$ cat config.mk
export PLATFORM = sky130hd
export DESIGN_NAME = mem_probe_scanner
export DESIGN_NICKNAME = d
export VERILOG_FILES = /design/src/rtl/mem_probe_pkg.sv /design/src/rtl/mem_probe_scanner.sv
export SDC_FILE = /design/constraint.sdc
export NUM_CORES = 1
export LEC_CHECK = 0
export BUFFER_PORTS_ARGS = -buffer_cell sky130_fd_sc_hd__buf_2
export CAP_MARGIN = 20
export CORE_ASPECT_RATIO = 1.4
export CORE_UTILIZATION = 49
export DETAILED_ROUTE_END_ITERATION = 6
export HOLD_SLACK_MARGIN = 0.03
export PLACE_DENSITY = 0.83
export SYNTH_ARGS = -nofsm -noshare
export SYNTH_HDL_FRONTEND = slang
export SYNTH_SLANG_ARGS = --single-unit
$ cat constraint.sdc
create_clock -name clk -period 3.1 [get_ports clk]
set_input_delay 0.465 -clock clk [delete_from_list [all_inputs] [get_ports clk]]
set_output_delay 0.465 -clock clk [all_outputs]
set_load 0.02 [all_outputs]
$ cat src/rtl/mem_probe_pkg.sv
// Shared types and constants for the data-memory probe scanner.
// State encodings are fixed 3-bit values so they are stable in waveforms.
package mem_probe_pkg;

  localparam int RD_LAT_MAX = 7;
  localparam int LAT_W      = 3;

  typedef enum logic [2:0] {
    S_IDLE    = 3'd0,
    S_ISSUE   = 3'd1,
    S_WAIT    = 3'd2,
    S_PRESENT = 3'd3,
    S_FIN     = 3'd4
  } state_t;

endpackage

$ cat src/rtl/mem_probe_scanner.sv
// Walks the data-memory probe over DEPTH words, emitting (addr,data) beats.
// Define MEM_PROBE_CSUM_EN to add an XOR checksum output of accepted beats.
module mem_probe_scanner
  import mem_probe_pkg::*;
#(
  parameter int ADDR_W     = 8,
  parameter int DATA_W     = 32,
  parameter int DEPTH      = 100,
  parameter int START_ADDR = 0,
  parameter int RD_LAT     = 1
) (
  input  logic              clk,
  input  logic              rst,
  input  logic              i_start,
  output logic              o_busy,
  output logic              o_done,
  output logic [ADDR_W-1:0] o_probe_addr,
  input  logic [DATA_W-1:0] i_probe_data,
  output logic              o_out_valid,
  input  logic              i_out_ready,
  output logic [ADDR_W-1:0] o_out_addr,
`ifdef MEM_PROBE_CSUM_EN
  output logic [DATA_W-1:0] o_csum,
`endif
  output logic [DATA_W-1:0] o_out_data
);

  localparam int CNT_W = (DEPTH > 1) ? $clog2(DEPTH) : 1;
  localparam logic [CNT_W-1:0] LAST_WORD = CNT_W'(DEPTH - 1);
  localparam logic [ADDR_W-1:0] START = ADDR_W'(START_ADDR);
  localparam logic [LAT_W-1:0] LAT_LAST =
    (RD_LAT > 0) ? LAT_W'(RD_LAT - 1) : '0;

  state_t r_state;
  state_t w_next;

  logic [ADDR_W-1:0] r_addr_cnt;
  logic [CNT_W-1:0]  r_word_cnt;
  logic [LAT_W-1:0]  r_lat_cnt;
  logic [ADDR_W-1:0] r_out_addr;
  logic [DATA_W-1:0] r_out_data;

  logic w_accept;
  logic w_hs;
  logic w_last;
  logic w_cap;

  assign w_accept = (r_state == S_IDLE) && i_start;
  assign w_hs     = (r_state == S_PRESENT) && i_out_ready;
  assign w_last   = (r_word_cnt == LAST_WORD);
  assign w_cap    = ((r_state == S_ISSUE) && (RD_LAT == 0)) ||
                    ((r_state == S_WAIT) && (r_lat_cnt == LAT_LAST));

  always_ff @(posedge clk or posedge rst) begin
    if (rst) begin
      r_state <= S_IDLE;
    end else begin
      r_state <= w_next;
    end
  end

  always_comb begin
    w_next = r_state;
    unique case (r_state)
      S_IDLE: begin
        if (i_start) begin
          w_next = S_ISSUE;
        end
      end
      S_ISSUE: begin
        w_next = (RD_LAT == 0) ? S_PRESENT : S_WAIT;
      end
      S_WAIT: begin
        if (r_lat_cnt == LAT_LAST) begin
          w_next = S_PRESENT;
        end
      end
      S_PRESENT: begin
        if (i_out_ready) begin
          w_next = w_last ? S_FIN : S_ISSUE;
        end
      end
      S_FIN: begin
        w_next = S_IDLE;
      end
      default: begin
        w_next = S_IDLE;
      end
    endcase
  end

  always_comb begin
    o_busy      = 1'b0;
    o_done      = 1'b0;
    o_out_valid = 1'b0;
    unique case (r_state)
      S_ISSUE,
      S_WAIT: begin
        o_busy = 1'b1;
      end
      S_PRESENT: begin
        o_busy      = 1'b1;
        o_out_valid = 1'b1;
      end
      S_FIN: begin
        o_done = 1'b1;
      end
      default: begin
        o_busy = 1'b0;
      end
    endcase
  end

  // addr_cnt doubles as the probe address, so it idles on the last word
  always_ff @(posedge clk or posedge rst) begin
    if (rst) begin
      r_addr_cnt <= START;
      r_word_cnt <= '0;
      r_lat_cnt  <= '0;
      r_out_addr <= '0;
      r_out_data <= '0;
    end else begin
      if (w_accept) begin
        r_addr_cnt <= START;
        r_word_cnt <= '0;
      end else if (w_hs && !w_last) begin
        r_addr_cnt <= r_addr_cnt + ADDR_W'(1);
        r_word_cnt <= r_word_cnt + CNT_W'(1);
      end
      if (r_state == S_ISSUE) begin
        r_lat_cnt <= '0;
      end else if (r_state == S_WAIT) begin
        r_lat_cnt <= r_lat_cnt + LAT_W'(1);
      end
      if (w_cap) begin
        r_out_addr <= r_addr_cnt;
        r_out_data <= i_probe_data;
      end
    end
  end

  assign o_probe_addr = r_addr_cnt;
  assign o_out_addr   = r_out_addr;
  assign o_out_data   = r_out_data;

`ifdef MEM_PROBE_CSUM_EN
  logic [DATA_W-1:0] r_csum;

  always_ff @(posedge clk or posedge rst) begin
    if (rst) begin
      r_csum <= '0;
    end else if (w_accept) begin
      r_csum <= '0;
    end else if (w_hs) begin
      r_csum <= r_csum ^ r_out_data;
    end
  end

  assign o_csum = r_csum;
`endif

endmodule

**Yosys cells after proc, flatten, opt, wreduce, memory -nomap -nowiden**

Cells that the tools add are included.

- Bits in registers: 61
- Input bits: 36
- Output and inout port bits: 51
- Word-level logic and storage cells: 42

- Add/subtract/negate cells: 3
- Equality and inequality tests: 8
- Mux-type cells: 14
- Reduce and logical (&&, ||, !) cells: 11

Operators with widths:

| kind | number |
|---|---|
| 3-bit two-way mux | 6 |
| 8-bit two-way mux | 2 |
| 7-bit two-way mux | 2 |
| 3-bit case mux with 4 select lines | 1 |
| 8-bit by 1-bit adder with 8-bit output (second input constant) | 1 |
| 7-bit by 1-bit adder with 7-bit output (second input constant) | 1 |
| 7-bit == test (second input constant) | 1 |
| 3-bit by 2-bit == test with 1-bit output (second input constant) | 2 |
| 3-bit logical NOT | 2 |
| 2-bit inequality test (second input constant) | 3 |
| 1-bit logical AND | 4 |
| 2-bit nonzero test | 2 |
| 3-bit by 1-bit adder with 3-bit output (second input constant) | 1 |
| 3-bit by 1-bit == test with 1-bit output (second input constant) | 1 |
| 3-bit == test (second input constant) | 1 |
| 1-bit two-way mux | 3 |
| 3-bit AND reduction | 1 |
| 3-bit OR reduction | 1 |
| 1-bit logical NOT | 1 |

**Logic depth before layout (Yosys ltp)**

- Depth in word-level cells: 5
- Gate-level depth with buffers: 6
- Gate-level depth less buffers: 5

**Least setup slack after synthesis**

OpenSTA, ideal clock, no wires.

- Kind: flip-flop to flip-flop
- Start: register r_word_cnt[0]
- End: register r_addr_cnt[7] (netlist: o_probe_addr[7])
- Arrival: 1.525 ns
- Required time: 2.964 ns
- Slack: 1.439 ns
- Cell stages (with the launch flop): 7
- Cells stage by stage: dfrtp_1 -> ha_1 -> and4b_1 -> buf_2 -> a2111oi_2 -> xnor2_1 -> nor2_1

- Cells in the longest elaborated chain, start to end: 4

RTL lines:

| item | RTL line | text |
|---|---|---|
| from (decl) | mem_probe_scanner.sv:38 | `logic [CNT_W-1:0] r_word_cnt;` |
| from (signal assigned) | mem_probe_scanner.sv:128 | `r_word_cnt <= r_word_cnt + CNT_W'(1);` |
| 7-bit == test | mem_probe_scanner.sv:50 | `assign w_last = (r_word_cnt == LAST_WORD);` |
| 1-bit logical NOT | mem_probe_scanner.sv:126 | `end else if (w_hs && !w_last) begin` |
| 1-bit logical AND | mem_probe_scanner.sv:126 |  |
| 2-bit nonzero test (no source line) | -- |  |
| to (signal assigned) | mem_probe_scanner.sv:127 | `r_addr_cnt <= r_addr_cnt + ADDR_W'(1);` |
| to (decl) | mem_probe_scanner.sv:37 | `logic [ADDR_W-1:0] r_addr_cnt;` |

No other way between the ends.
A chain may end at the register's enable or synchronous reset.

**Worst setup path in the final report**

- Start: register r_state[0]
- End: output port o_busy

- Cells in the longest elaborated chain, start to end: 3

RTL lines:

| item | RTL line | text |
|---|---|---|
| from (decl) | mem_probe_scanner.sv:34 | `state_t r_state;` |
| from (signal assigned) | mem_probe_scanner.sv:58 | `r_state <= w_next;` |
| 3-bit by 2-bit == test with 1-bit output or 3-bit by 1-bit == test with 1-bit output (tied branches) | mem_probe_scanner.sv:96 | `unique case (r_state)` |
| 3-bit OR reduction (no source line) * | -- |  |
| 1-bit two-way mux * | mem_probe_scanner.sv:96 |  |
| to (decl) | mem_probe_scanner.sv:15 | `output logic o_busy,` |

Mark *: on every way between the ends. The rest lies on a longest branch, timed or not.

==> results.cfg <==
[status]
status = finished, final reports clean

[timing]
max_slew.worst_pin.slew_ps = 691
finalCriticalPeriod_ps = 2000
finClkSkew_ps = 8.97
max_slew_margin_pct = 53.8
finalSetupViolCount = 0
fin_setup_tns_ps = 0
finalHoldViolCount = 0
rsz0062_at_grt = no
slew_viol_final = 0
whs_ps = 331
finalCritPeriodShare_pct = 64.4
timing.fmax_ghz = 0.501
setup_slack_ps = 1100

[finish]
diodes = 0
fillers = 376
finalNetCount = 334
area_growth_pct = 29.3
layout-drive-gt1-share_pct = 39.8
fin_util_pct = 65.8
final_cell_mix = buf_2, dfrtp_1, mux2_1
final_common_cell = buf_2

[flow_run]
max_cap_violations = 0

[global_routing]
antenna_found_initial = 0
grt_pass1_vias = 1722
grt_pass1_wl_um = 7910
grt_overflow_total = 0
grt_max_degree = 51
grt_use_total_pct = 19.0

[placed_design]
gp_congestion = 0.768
place_worst_setup_slack_ps = 1300
dpl.hpwl_um = 3560
place.port_buffers = 86

[critical_path]
crit_type = reg -> out
end_kind = primary output
worstPathArrival_ps = 1530
crit_buf_inv = 2
max_stage_delay_ps = 560
r2r-start = r_state[1]$_DFFE_PP0P_
r2r-end = o_out_data[4]$_DFFE_PP0P_
crit_chain = nor2_1, or2_2, inv_1, buf_2
cp_data_required_time_ps = 2630
slowest_stage = dfrtp_1
rr_worst_depth = 5
cpLargestDelayFamily = flip-flops
r2r_slack_ps = 1320
critPathMaxFanout = 12
start_kind = flop

[clocking]
worstSkewPairLatency_ps = 340
cts_buffers = 9
root_buffer = clkbuf_8
cts_setup_buffers = 0
cts_tree = yes
clk_path_buf_depth = 2
cts_sinks = 61
clk_pin_slew_ps = 70
htree_levels = 3

[power_and_ir_drop]
switching_share_pct = 38.4
peakVddDrop_uv = 583
power_leakage_uw = 0.00165
p_int_uw = 2180
p_per_area_nw_per_um2 = 1040
power_frac_seq_pct = 38.1
p_switching_uw = 1350
power_frac_comb_pct = 39.1
power_frac_clock_pct = 22.8

[min_path]
hold_class = in -> reg
holdPathStages = 2
worstHoldEndpoint = o_out_data[0]$_DFFE_PP0P_
hold_path_startpoint = i_probe_data[0]

[die]
rows = 31
initial_utilization_pct = 50.9
die_area_um2 = 5660
die_x_um = 63.8
core_um2 = 5160
dieHeight_um = 88.6
ioPinCount = 87

[route]
vias = 1879
drt_iter0_drc = 53
avgRoutedWirePerCell_um = 13.8
post-route-drc-count = 0
routed_wirelength_um = 5030
viasPerCell = 5.15
first_pass_iters = 4
ant_nets = 0

[synthesis]
ys_seq_area_share_pct = 58.2
yosysUniqueCellTypes = 34
ys_warn_count = 0
synth_seq_cells = 61
avgSynthCellArea_um2 = 13.1
synth_area_um2 = 2620
synth_nets = 240
synthCells = 200
## registers in the layout, summed over array words and instances (netlist names)
signal and flops:
o_out_data 32, o_out_addr 8, o_probe_addr 8, r_word_cnt 7, r_lat_cnt 3, r_state 3
## cell usage after synthesis (all sizes together)
| cell | count | share of area [%] |
|---|---|---|
| nor4b | 1 | 0.57 |
| o22ai | 2 | 0.48 |
| mux2i | 4 | 1.5 |
| clkbuf | 1 | 0.14 |
| a31oi | 1 | 0.24 |
| nand3 | 6 | 1.1 |
| ha | 4 | 1.9 |
| nand2 | 7 | 1.0 |
| a2111oi | 3 | 1.7 |
| dfrtp | 61 | 58 |
| nor2 | 15 | 2.1 |
| nand4 | 1 | 0.24 |
| nor3 | 4 | 0.95 |
| inv | 8 | 1.1 |
| or3 | 2 | 0.48 |
| o21ai | 4 | 0.76 |
| or2 | 1 | 0.24 |
| a221oi | 1 | 0.33 |
| mux2 | 40 | 17 |
| a211oi | 2 | 0.57 |
| and2 | 1 | 0.24 |
| nor4 | 1 | 0.48 |
| nand3b | 1 | 0.29 |
| xnor2 | 9 | 3.0 |
| and4b | 1 | 0.38 |
| nand4b | 1 | 0.57 |
| buf | 8 | 1.5 |
| a22oi | 2 | 0.57 |
| nand2b | 2 | 0.48 |
| a21oi | 6 | 1.6 |
## layer usage
metal	wire length [um]	track usage (%)	up-vias
met5	0	0	-
met4	113	10.1	0
met3	304	6.06	10
met2	2710	32.8	63
met1	1910	20.9	914
li1	-	-	892
## per-stage QoR
step           power [uW]  cells  area [um2]
2_1_floorplan        2300    200        2620
3_3_place_gp         2680    347        3130
3_5_place_dp         2760    347        3130
4_1_cts              3590    363        3360
5_1_grt              3750    365        3390
6_report             3530    365        3390
## power by group through the flow
stage | Sequential [uW] | Combinational (uW) | Clock, uW
floorplan | 1660 | 639 | 0
global placement | 1330 | 1350 | 0
detailed placement | 1360 | 1400 | 0
CTS | 1350 | 1410 | 828
global route | 1390 | 1510 | 853
finish | 1350 | 1380 | 804
## logic make-up after synthesis
group                    synth area share, %
AND/OR/NAND/NOR                         9.20
AO/OA/AOI/OAI                           6.25
adder cells (fa/ha/maj)                 1.91
XOR/XNOR                                3.00
multiplexers                            18.7
buffers and inverters                   2.77
flip-flops                              58.2
## layout make-up
cell class	count	area [um2]	area share [%]
multi-input cells	122	1030	30.4
inverters	8	30.0	0.885
flip-flops and latches	61	1530	45.0
clock inverters	5	81.3	2.40
clock buffers	11	151	4.46
well taps	66	82.6	2.43
repair buffers	92	490	14.5
## worst max path at each step
stage	from	endpoint	cells past startpoint	slack [ps]
final	r_state[0]$_DFFE_PP0P_	o_busy	4	1100
after global routing	r_state[0]$_DFFE_PP0P_	o_busy	4	990
after CTS	r_state[0]$_DFFE_PP0P_	o_busy	4	1090
after detailed placement	r_state[1]$_DFFE_PP0P_	o_out_data[3]$_DFFE_PP0P_	5	1300
after global placement	r_state[0]$_DFFE_PP0P_	o_out_data[1]$_DFFE_PP0P_	4	1410
after floorplan	rst	o_out_addr[0]$_DFFE_PP0P_	1	1120
## what timing repair did
item	in CTS	in global routing
hold buffers	0	1
hold endpoints to repair	0	8
gates resized for setup	0	0
Note: power is estimated with default switching activity, not from simulation.
